<file path="src/rtl/wb_port_arbiter_pkg.sv">
// Shared widths and the buffered writeback entry type for wb_port_arbiter.
package wb_port_arbiter_pkg;

  localparam int PHYS_REGS_ADDR_WIDTH = 6;
  localparam int ROB_ADDR_WIDTH       = 5;
  localparam int DISPATCH_WIDTH       = 2;
  localparam int WB_DATA_WIDTH        = 32;

  typedef struct packed {
    logic [PHYS_REGS_ADDR_WIDTH-1:0] phys_rd;
    logic [WB_DATA_WIDTH-1:0]        data;
    logic [ROB_ADDR_WIDTH-1:0]       rob_addr;
  } wb_entry_t;

endpackage

</file>
<file path="src/rtl/wb_port_arbiter_if.sv">
// Source-side and writeback-side bundle of wb_port_arbiter, plus debug taps
// exposing the round-robin pointer and per-source buffer occupancy.
interface wb_port_arbiter_if
  import wb_port_arbiter_pkg::*;
#(
  parameter int NUM_SRC    = 4,
  parameter int WB_PORTS   = DISPATCH_WIDTH,
  parameter int BUF_DEPTH  = 2,
  parameter int DATA_WIDTH = WB_DATA_WIDTH
);
  localparam int CNT_W = $clog2(BUF_DEPTH) + 1;
  localparam int RR_W  = $clog2(NUM_SRC);

  // Handshake: source s transfers a result on a cycle where src_valid[s] and
  // src_ready[s] are both high at the clock edge; a source that sees valid
  // without ready must hold the same result. Writeback ports have no ready:
  // a port with wb_valid high is consumed that cycle.
  logic [NUM_SRC-1:0]                      src_valid;
  logic [NUM_SRC-1:0]                      src_ready;
  logic [NUM_SRC*PHYS_REGS_ADDR_WIDTH-1:0] src_phys_rd;
  logic [NUM_SRC*DATA_WIDTH-1:0]           src_data;
  logic [NUM_SRC*ROB_ADDR_WIDTH-1:0]       src_rob_addr;

  logic [WB_PORTS-1:0]                      wb_valid;
  logic [WB_PORTS*PHYS_REGS_ADDR_WIDTH-1:0] wb_phys_rd;
  logic [WB_PORTS*DATA_WIDTH-1:0]           wb_data;
  logic [WB_PORTS*ROB_ADDR_WIDTH-1:0]       wb_rob_addr;

  logic [RR_W-1:0]          dbg_rr_ptr;
  logic [NUM_SRC*CNT_W-1:0] dbg_count;

  modport slave (
    input  src_valid, src_phys_rd, src_data, src_rob_addr,
    output src_ready, wb_valid, wb_phys_rd, wb_data, wb_rob_addr,
    output dbg_rr_ptr, dbg_count
  );

  modport master (
    output src_valid, src_phys_rd, src_data, src_rob_addr,
    input  src_ready, wb_valid, wb_phys_rd, wb_data, wb_rob_addr,
    input  dbg_rr_ptr, dbg_count
  );

endinterface

</file>
<file path="src/rtl/wb_port_arbiter_src_fifo.sv">
// wb_src_fifo: per-source result buffer of DEPTH wb_entry_t (DEPTH a power of
// two, so head/tail wrap naturally). The caller never pushes when full or pops when empty.
module wb_src_fifo
  import wb_port_arbiter_pkg::*;
#(
  parameter int DEPTH = 2
) (
  input  logic                     clk,
  input  logic                     rst,
  input  logic                     push,
  input  wb_entry_t                push_entry,
  input  logic                     pop,
  output logic [$clog2(DEPTH):0]   count,
  output wb_entry_t                head
);
  localparam int PTR_W = $clog2(DEPTH);
  localparam int CNT_W = PTR_W + 1;

  wb_entry_t        mem_q [DEPTH];
  wb_entry_t        mem_d [DEPTH];
  logic [PTR_W-1:0] head_q, head_d;
  logic [PTR_W-1:0] tail_q, tail_d;
  logic [CNT_W-1:0] count_q, count_d;

  always_comb begin
    mem_d   = mem_q;
    head_d  = head_q;
    tail_d  = tail_q;
    if (push) begin
      mem_d[tail_q] = push_entry;
      tail_d        = tail_q + PTR_W'(1);
    end
    if (pop) begin
      head_d = head_q + PTR_W'(1);
    end
    count_d = count_q + CNT_W'(push) - CNT_W'(pop);
  end

  // Storage needs no reset: count_q alone decides which slots are meaningful.
  always_ff @(posedge clk) begin
    mem_q <= mem_d;
    if (rst) begin
      head_q  <= '0;
      tail_q  <= '0;
      count_q <= '0;
    end else begin
      head_q  <= head_d;
      tail_q  <= tail_d;
      count_q <= count_d;
    end
  end

  assign count = count_q;
  assign head  = mem_q[head_q];

endmodule

</file>
<file path="src/rtl/wb_port_arbiter.sv">
// Shares WB_PORTS writeback ports among NUM_SRC buffered result sources with a
// round-robin scan. Optional macro WB_ARB_BYPASS_EN lets an empty source win a port the same cycle.
module wb_port_arbiter
  import wb_port_arbiter_pkg::*;
#(
  parameter int NUM_SRC    = 4,
  parameter int WB_PORTS   = DISPATCH_WIDTH,
  parameter int BUF_DEPTH  = 2,
  parameter int DATA_WIDTH = WB_DATA_WIDTH
) (
  input  logic             clk,
  input  logic             rst,
  wb_port_arbiter_if.slave bus
);
  localparam int PW     = PHYS_REGS_ADDR_WIDTH;
  localparam int RW     = ROB_ADDR_WIDTH;
  localparam int CNT_W  = $clog2(BUF_DEPTH) + 1;
  localparam int RR_W   = $clog2(NUM_SRC);
  localparam int RANK_W = RR_W + 1;

  wb_entry_t                     src_entry [NUM_SRC];
  wb_entry_t                     head      [NUM_SRC];
  logic [CNT_W-1:0]              count     [NUM_SRC];
  logic [NUM_SRC-1:0]            src_ready, push, pop, cand, gnt;
  logic [RR_W-1:0]               rr_ptr_q, rr_ptr_d;
  logic [WB_PORTS-1:0]           port_vld;
  logic [WB_PORTS-1:0][RR_W-1:0] port_sel;

  for (genvar s = 0; s < NUM_SRC; s++) begin : g_src
    assign src_entry[s].phys_rd  = bus.src_phys_rd[s*PW +: PW];
    assign src_entry[s].data     = bus.src_data[s*DATA_WIDTH +: DATA_WIDTH];
    assign src_entry[s].rob_addr = bus.src_rob_addr[s*RW +: RW];

    // Ready looks only at the registered count; a pop this cycle frees space next cycle.
    assign src_ready[s] = !rst && (count[s] < CNT_W'(BUF_DEPTH));
`ifdef WB_ARB_BYPASS_EN
    assign cand[s] = !rst && ((count[s] != '0) || bus.src_valid[s]);
    assign push[s] = bus.src_valid[s] && src_ready[s] && !(gnt[s] && (count[s] == '0));
`else
    assign cand[s] = !rst && (count[s] != '0);
    assign push[s] = bus.src_valid[s] && src_ready[s];
`endif
    assign pop[s] = gnt[s] && (count[s] != '0);
    assign bus.dbg_count[s*CNT_W +: CNT_W] = count[s];

    wb_src_fifo #(
      .DEPTH(BUF_DEPTH)
    ) u_fifo (
      .clk        (clk),
      .rst        (rst),
      .push       (push[s]),
      .push_entry (src_entry[s]),
      .pop        (pop[s]),
      .count      (count[s]),
      .head       (head[s])
    );
  end

  assign bus.src_ready = src_ready;

  // Scan from rr_ptr; the candidate of rank k (k-th found) takes port k.
  always_comb begin
    logic [RR_W-1:0]   idx;
    logic [RANK_W-1:0] rank;
    logic [RR_W-1:0]   last;
    logic              any;
    port_vld = '0;
    port_sel = '0;
    gnt      = '0;
    idx      = '0;
    rank     = '0;
    last     = rr_ptr_q;
    any      = 1'b0;
    for (int i = 0; i < NUM_SRC; i++) begin
      idx = rr_ptr_q + RR_W'(i);
      for (int p = 0; p < WB_PORTS; p++) begin
        if (cand[idx] && (rank == RANK_W'(p))) begin
          port_vld[p] = 1'b1;
          port_sel[p] = idx;
          gnt[idx]    = 1'b1;
          last        = idx;
          any         = 1'b1;
        end
      end
      rank = rank + RANK_W'(cand[idx]);
    end
    rr_ptr_d = any ? (last + RR_W'(1)) : rr_ptr_q;
  end

  always_comb begin
    wb_entry_t ent;
    ent             = '0;
    bus.wb_valid    = port_vld;
    bus.wb_phys_rd  = '0;
    bus.wb_data     = '0;
    bus.wb_rob_addr = '0;
    for (int p = 0; p < WB_PORTS; p++) begin
      ent = '0;
      if (port_vld[p]) begin
`ifdef WB_ARB_BYPASS_EN
        ent = (count[port_sel[p]] == '0) ? src_entry[port_sel[p]] : head[port_sel[p]];
`else
        ent = head[port_sel[p]];
`endif
      end
      bus.wb_phys_rd[p*PW +: PW]                 = ent.phys_rd;
      bus.wb_data[p*DATA_WIDTH +: DATA_WIDTH]    = ent.data;
      bus.wb_rob_addr[p*RW +: RW]                = ent.rob_addr;
    end
  end

  always_ff @(posedge clk) begin
    if (rst) begin
      rr_ptr_q <= '0;
    end else begin
      rr_ptr_q <= rr_ptr_d;
    end
  end

  assign bus.dbg_rr_ptr = rr_ptr_q;

endmodule

</file>
<file path="src/flat_wrapper.sv">
// flat-port wrapper written by rule: the top's interface ports become plain ports
module wb_port_arbiter_flat import wb_port_arbiter_pkg::*;
#(
  parameter int NUM_SRC    = 4,
  parameter int WB_PORTS   = DISPATCH_WIDTH,
  parameter int BUF_DEPTH  = 2,
  parameter int DATA_WIDTH = WB_DATA_WIDTH
)
  (clk, rst, bus_src_valid, bus_src_phys_rd, bus_src_data, bus_src_rob_addr, bus_src_ready, bus_wb_valid, bus_wb_phys_rd, bus_wb_data, bus_wb_rob_addr, bus_dbg_rr_ptr, bus_dbg_count);
  wb_port_arbiter_if #(.NUM_SRC(NUM_SRC), .WB_PORTS(WB_PORTS), .BUF_DEPTH(BUF_DEPTH), .DATA_WIDTH(DATA_WIDTH)) bus_i ();
  input  logic clk;
  input  logic rst;
  input wire logic [$bits(bus_i.src_valid)-1:0] bus_src_valid;
  input wire logic [$bits(bus_i.src_phys_rd)-1:0] bus_src_phys_rd;
  input wire logic [$bits(bus_i.src_data)-1:0] bus_src_data;
  input wire logic [$bits(bus_i.src_rob_addr)-1:0] bus_src_rob_addr;
  output wire logic [$bits(bus_i.src_ready)-1:0] bus_src_ready;
  output wire logic [$bits(bus_i.wb_valid)-1:0] bus_wb_valid;
  output wire logic [$bits(bus_i.wb_phys_rd)-1:0] bus_wb_phys_rd;
  output wire logic [$bits(bus_i.wb_data)-1:0] bus_wb_data;
  output wire logic [$bits(bus_i.wb_rob_addr)-1:0] bus_wb_rob_addr;
  output wire logic [$bits(bus_i.dbg_rr_ptr)-1:0] bus_dbg_rr_ptr;
  output wire logic [$bits(bus_i.dbg_count)-1:0] bus_dbg_count;
  assign bus_i.src_valid = bus_src_valid;
  assign bus_i.src_phys_rd = bus_src_phys_rd;
  assign bus_i.src_data = bus_src_data;
  assign bus_i.src_rob_addr = bus_src_rob_addr;
  assign bus_src_ready = bus_i.src_ready;
  assign bus_wb_valid = bus_i.wb_valid;
  assign bus_wb_phys_rd = bus_i.wb_phys_rd;
  assign bus_wb_data = bus_i.wb_data;
  assign bus_wb_rob_addr = bus_i.wb_rob_addr;
  assign bus_dbg_rr_ptr = bus_i.dbg_rr_ptr;
  assign bus_dbg_count = bus_i.dbg_count;
  wb_port_arbiter #(.NUM_SRC(NUM_SRC), .WB_PORTS(WB_PORTS), .BUF_DEPTH(BUF_DEPTH), .DATA_WIDTH(DATA_WIDTH)) u_core (.clk(clk), .rst(rst), .bus(bus_i));
endmodule
</file>
<file path="config.mk">
export PLATFORM = sky130hd
export DESIGN_NAME = wb_port_arbiter_flat
export DESIGN_NICKNAME = d
export VERILOG_FILES = /design/src/rtl/wb_port_arbiter_pkg.sv /design/src/rtl/wb_port_arbiter_if.sv /design/src/rtl/wb_port_arbiter_src_fifo.sv /design/src/rtl/wb_port_arbiter.sv /design/src/flat_wrapper.sv
export SDC_FILE = /design/constraint.sdc
export NUM_CORES = 1
export LEC_CHECK = 0
export CAP_MARGIN = 20
export CORE_UTILIZATION = 51
export DETAILED_ROUTE_END_ITERATION = 8
export PLACE_DENSITY = 0.78
export SYNTH_ARGS = -nofsm -noshare
export SYNTH_HDL_FRONTEND = slang
export SYNTH_SLANG_ARGS = --single-unit
</file>
<file path="constraint.sdc">
create_clock -name clk -period 7.8 [get_ports clk]
set_input_delay 2.34 -clock clk [delete_from_list [all_inputs] [get_ports clk]]
set_output_delay 2.34 -clock clk [all_outputs]
set_load 0.02 [all_outputs]
</file>
# Word level (Yosys, flattened, before mapping)
# Cells that the tools add are included.
dict set report word_totals {
  reg_bits 362
  input_bits 178
  out_inout_bits 102
  word_cells 221
}
dict set report op_classes {
  add_sub_neg 22
  n_lt_le_gt_ge 26
  n_eq_ne 2
  mux 80
  bitwise 16
  reduce_logical 38
}
# cell n
set ops {}
lappend ops {{$mux W43} 22}
lappend ops {{$bwmux W86} 4}
lappend ops {{$bmux W43 S2} 2}
lappend ops {{$demux W43 S1} 4}
lappend ops {{$logic_and A1 B1 Y1} 30}
lappend ops {{$mux W4} 7}
lappend ops {{$mux W2} 13}
lappend ops {{$or A4 B4 Y4} 6}
lappend ops {{$mux W1} 20}
lappend ops {{$ge A2 B2 Y1 const B} 8}
lappend ops {{$not A1 Y2} 8}
lappend ops {{$lt A2 B3 Y1 const B} 4}
lappend ops {{$logic_not A3 Y1} 3}
lappend ops {{$add A1 B1 Y1 const B} 8}
lappend ops {{$add A2 B1 Y2} 4}
lappend ops {{$bmux W1 S2} 4}
lappend ops {{$demux W1 S2} 4}
lappend ops {{$ge A2 B1 Y1 const B} 4}
lappend ops {{$lt A2 B1 Y1 const B} 4}
lappend ops {{$lt A2 B2 Y1 const B} 4}
lappend ops {{$reduce_bool A2 Y1} 4}
lappend ops {{$sub A2 B1 Y2} 4}
lappend ops {{$eq A3 B1 Y1 const B} 2}
lappend ops {{$ge A3 B3 Y1 const B} 2}
lappend ops {{6 further kinds} 9}

# Depth between registers and ports, before layout
dict set report logic_depth {
  depth_word 19
  mapped_depth 24
  depth_no_buf 17
}

# Modules after synthesis
# Synthesis repeated with hierarchy kept, for this count alone.
dict set report hier_totals {
  hier_cells 1973
  hier_area_um2 22629.2
}
# module instances cells_each area_per_inst_um2 seq_area_each_um2
set by_module_without_submodules {}
lappend by_module_without_submodules {wb_src_fifo 4 151 3487.1 2662.6}
lappend by_module_without_submodules {wb_port_arbiter 1 1369 8680.8 40.0}

# Least setup slack after synthesis
# Ideal clock, no wire load.
dict set report synth_timing {
  path_type {input-to-output}
  start {in rst}
  end {out bus_wb_data[0]}
  arrival_time_ns 6.031
  t_required_ns 5.460
  slack_ns -0.571
  stages 14
  n_path_buf 3
  path_cell_list {buf_2 buf_2 nor4_1 or2_2 ha_1 ha_1 ha_1 nand2b_1 a2111oi_1 a211oi_1 a211oi_4 buf_6 mux2_1 o22ai_1}
}
dict set report synth_via {
  elab_chain_cells 14
  elab_cells_between_ends 34
  cone_classes {add/sub (2); mux (20); bitwise (1); reduce/logical (11)}
}
# item line
set synth_lines {}
lappend synth_lines {{start: declaration} flat_wrapper.sv:12} ;# input logic rst;
lappend synth_lines {{$logic_not A1 Y1 (*)} wb_port_arbiter.sv:40} ;# assign cand[s] = !rst && (count[s] != '0);
lappend synth_lines {{$logic_and A1 B1 Y1} wb_port_arbiter.sv:40}
lappend synth_lines {{$bmux W1 S2} {wb_port_arbiter.sv:77, wb_port_arbiter.sv:85}}
lappend synth_lines {{$mux W1 (implied by the code)} {wb_port_arbiter.sv:77, wb_port_arbiter.sv:85}}
lappend synth_lines {{$add A1 B1 Y2 / $logic_not A3 Y1 (equally long branches)} {wb_port_arbiter.sv:85, wb_port_arbiter.sv:77}}
lappend synth_lines {{$add A3 B1 Y3 (tied with other cells)} wb_port_arbiter.sv:85} ;# rank = rank + RANK_W'(cand[idx]);
lappend synth_lines {{$logic_not A3 Y1 (tied with other cells)} wb_port_arbiter.sv:77} ;# if (cand[idx] && (rank == RANK_W'(p))) begin
lappend synth_lines {{$logic_and A1 B1 Y1 / $mux W2 (equally long branches)} wb_port_arbiter.sv:77}
lappend synth_lines {{$mux W2} wb_port_arbiter.sv:77}
lappend synth_lines {{$not A2 Y3 (implied by the code)} wb_port_arbiter.sv:103} ;# ent = head[port_sel[p]];
lappend synth_lines {{$bmux W43 S2} wb_port_arbiter.sv:103}
lappend synth_lines {{$mux W43 (implied by the code) (2 in series)} wb_port_arbiter.sv:103}
lappend synth_lines {{$mux W43 (*)} wb_port_arbiter.sv:99} ;# if (port_vld[p]) begin
lappend synth_lines {{end: declaration} flat_wrapper.sv:20} ;# output wire logic [$bits(bus_i.wb_data)-1:0] bus_wb_data;
# Mark *: on every way between the ends. The rest lies on a longest branch, timed or not. The select of a mux whose other input is x is not followed.

# Final worst setup path
dict set report layout_timing {
  start {in rst}
  end {out bus_wb_data[23]}
}
# Same word-level chain as after synthesis.

==> out/metrics.csv <==
stage,metric,value,unit
power_and_ir_drop,power.density,436,nW/um2
synth,yosysSeqAreaShare,50.6,%
placed_design,numPlacedInstances,2780,
placed_design,hpwl,53.5,mm
sta,finalSetupTns,-15.68,ns
run_status,violations,negative setup slack,
synth,ys_top_cells_by_area,"edfxtp_1, mux2i_1, o21ai_0, a211oi_1, a21oi_1",
synth,async_reset_ff_share,0,%
worst_setup_path,path_cells,"buf_12, buf_6, or4_4, and2_4, fa_2, nand2_2, a2111oi_4, a211oi_2, a211oi_4, buf_6, buf_6, buf_12, mux2_4, o22ai_4, buf_6",
run_status,status,finished with violations,
worst_setup_path,crit_top_cell,buf_6,
worst_setup_path,crit_start,rst,
synth,syn_area_per_cell,10.8,um2
cells_and_area,mostFrequentLayoutCells,"edfxtp_1, clkdlybuf4s50_1, buf_4, mux2i_1, o21ai_0",
hold_path,min_path_cells,2,
die,ios,280,
clocking,htree_num_levels,2,
run,max_cap_viol_count,0,
sta,setup_viol,86,
die,start_util,51.7,%
die,core,40800,um2
clocking,clkTransAtPathRegs,0.06,ns
die,die_area,42200,um2
synth,yosys.cell_types.count,65,
power_and_ir_drop,peakVddDrop,412,uV
synth,syn-cell-area,21100,um2
sta,skew,0.0109,ns
global_route,antenna_found_initial,2,
sta,timing.max_slew.rel_slack,29.6,%
global_route,gr-total-overflow,0,
worst_setup_path,worst_ep_required_time,5.46,ns
die,die_w,205,um
global_route,grt_start_max_net_pins,71,
worst_setup_path,ff2ff_path_depth,16,
die,rows,74,
sta,finalCritPeriodShare,104,%
worst_setup_path,cpMaxStageDelayCell,fa_2,
worst_setup_path,path_depth,15,
clocking,hold_buffers,0,
sta,slew_viol_final,0,
clocking,clock_latency,0.54,ns
cells_and_area,mostFrequentLayoutCell,edfxtp_1,
hold_path,hold_class,reg2reg,
cells_and_area,fin_nets,2531,
global_route,grt_pass1_vias,18600,
power_and_ir_drop,p_sw,5560,uW
power_and_ir_drop,p_int,7210,uW
worst_setup_path,end_kind,primary output,
synth,post-synth-top-area-fraction,48.9,%
sta,min_period,8.07,ns
cells_and_area,fillers,2781,
sta,setup_slack,-0.273,ns
worst_setup_path,max_stage_delay,0.57,ns
clocking,clock_sinks,362,
placed_design,portBuffers,279,
placed_design,place_congestion,0.963,
worst_setup_path,regToRegStartpoint,u_core.bus.dbg_rr_ptr[0],
worst_setup_path,critPathMaxFanout,7,
placed_design,dpl_worst_slack,-1.05,ns
routing,final_antenna_net_count,0,
global_route,grt_pass1_wl,113,mm
power_and_ir_drop,clockPowerShare,12.5,%
sta,worstMarginPinSlew,1.06,ns
synth,ys_ff_latch,362,
routing,routed_wirelength,77.5,mm
cells_and_area,fin_area,29300,um2
synth,synth.largest_area_cell,edfxtp_1,
cells_and_area,drive_gt1_share,27.8,%
worst_setup_path,arrival,5.73,ns
placed_design,placed_cell_area,26900,um2
clocking,cts_buffers,37,
routing,via_per_inst,6.79,
global_route,grt_usage,35.8,%
worst_setup_path,critPathBufInv,6,
synth,syn-num-nets,2151,
cells_and_area,area_delta_synth_final,38.7,%
power_and_ir_drop,swShare,43.5,%
routing,via_count,19600,
hold_path,min-delay-start,u_core.g_src[1].u_fifo.tail_q,
clocking,clk_path_buf_depth,3,
sta,holdWs,0.592,ns
synth,synth_edf_count,344,
worst_setup_path,path_class,in2out,
routing,drtIter0Drc,3242,
die,die_h,205,um
sta,rsz0062_at_grt,yes,
power_and_ir_drop,pwr-share-comb,68.1,%
cells_and_area,final_cells,2890,
clocking,cts_tree,done,
routing,drc,0,
sta,hold_viol_final,0,
routing,post_drt_wl_per_cell,26.8,um
sta,max_freq,0.124,GHz
clocking,ctsRootBufferMaster,clkbuf_16,
synth,syn-instance-count,1953,
power_and_ir_drop,p_seq_share,19.4,%
worst_setup_path,startpoint_type,primary input,
routing,drtPass1Iterations,7,
synth,ys_warn_count,0,
synth,ys.flop_type,edfxtp_1,
worst_setup_path,critPathTopFamily,compound AO/OA/AOI/OAI gates,
power_and_ir_drop,p_leak,0.0102,uW
-- cells by family (layout without fill, tap and decap cells) --
group / count (synthesis) / count (layout) / synth area share, %
AOI/OAI and AO/OA: 702 / 702 / 21.1
DFF: 362 / 362 / 50.6
adders and majority gates: 20 / 20 / 1.22
and+or+nand+nor: 367 / 367 / 9.17
muxes: 257 / 257 / 12.7
other: 0 / 1 / 0
buffers and inverters: 227 / 631 / 4.37
xor gates and xnor gates: 18 / 18 / 0.812
-- what timing repair did --
item / CTS / global route
gates cloned: 10 / 5
resized for setup: 573 / 52
pin swaps: 67 / 39
setup buffers: 31 / 9
setup endpoints to repair: 88 / 87
-- synthesized netlist by cell type, types with 43 or more instances --
| cell | n |
|---|---|
| nand3_1 | 96 |
| a211oi_1 | 92 |
| nand2_1 | 60 |
| o22ai_1 | 84 |
| mux2i_1 | 173 |
| nor4_1 | 47 |
| clkbuf_1 | 157 |
| o221ai_1 | 43 |
| a32oi_1 | 44 |
| nor2_1 | 74 |
| mux2_2 | 44 |
| edfxtp_1 | 344 |
| a31oi_1 | 87 |
| o21ai_0 | 170 |
| a21oi_1 | 128 |
-- worst reg2reg max path, delay by kind of cell (launching register included) --
family	cells	cell delay [ns]
buffers and inverters	5	0.51
DFF	1	0.69
and+or+nand+nor	4	1.28
AOI/OAI and AO/OA	3	1.02
adders and majority gates	4	1.37
-- sequential cells by signal, indices dropped and copies added, names as in the netlist --
name and cells:
u_core.bus.dbg_rr_ptr 2, u_core.g_src.u_fifo.count 8, u_core.g_src.u_fifo.head_q 4, u_core.g_src.u_fifo.mem_q 344, u_core.g_src.u_fifo.tail_q 4
-- worst paths after layout --
| kind | endpoint | slack (ns) |
|---|---|---|
| worst max-delay path | bus_wb_data[23] | -0.27 |
| worst min-delay path | u_core.g_src[1].u_fifo.tail_q | 0.59 |
| worst max register to register | u_core.g_src[1].u_fifo.count[0] | 2.82 |
| worst min register to register | u_core.g_src[1].u_fifo.tail_q | 0.59 |
-- final cells by class --
class                   count  area, um2  area share (%)
multi-input cells        1364      10900            37.2
flip-flops and latches    362      10700            36.5
repair buffers            547       5850            20.0
clock buffers              49       1000            3.42
well taps                 532        666            2.27
clock inverters            14       82.6           0.282
inverters                  21       81.3           0.278
diodes                      1       2.50         0.00854
-- metrics by stage --
stage / total power (uW) / utilization, %
2_1_floorplan: 7030 / -
3_3_place_gp: 9930 / 65.9
3_5_place_dp: 10000 / 65.9
4_1_cts: 12500 / 71.0
5_1_grt: 13200 / 71.7
6_report: 12800 / 71.7
-- power groups by stage --
stage               sequential, uW  combinational [uW]  clock, uW
global placement              2500                7430          0
floorplan                     2430                4600          0
global route                  2490                9030       1690
CTS                           2470                8440       1620
finish                        2480                8700       1590
detailed placement            2510                7520          0
-- routing by layer --
metal	wire length [um]	vias up	share of wire, %	track usage (%)
met3	9320	258	12	9.87
li1	-	8543	-	-
met2	31800	1414	41	49.2
met4	3570	2	4.6	14.8
met5	17	-	0.022	0
met1	32800	9405	42	52.5
Note: power is estimated with default switching activity, not from simulation.
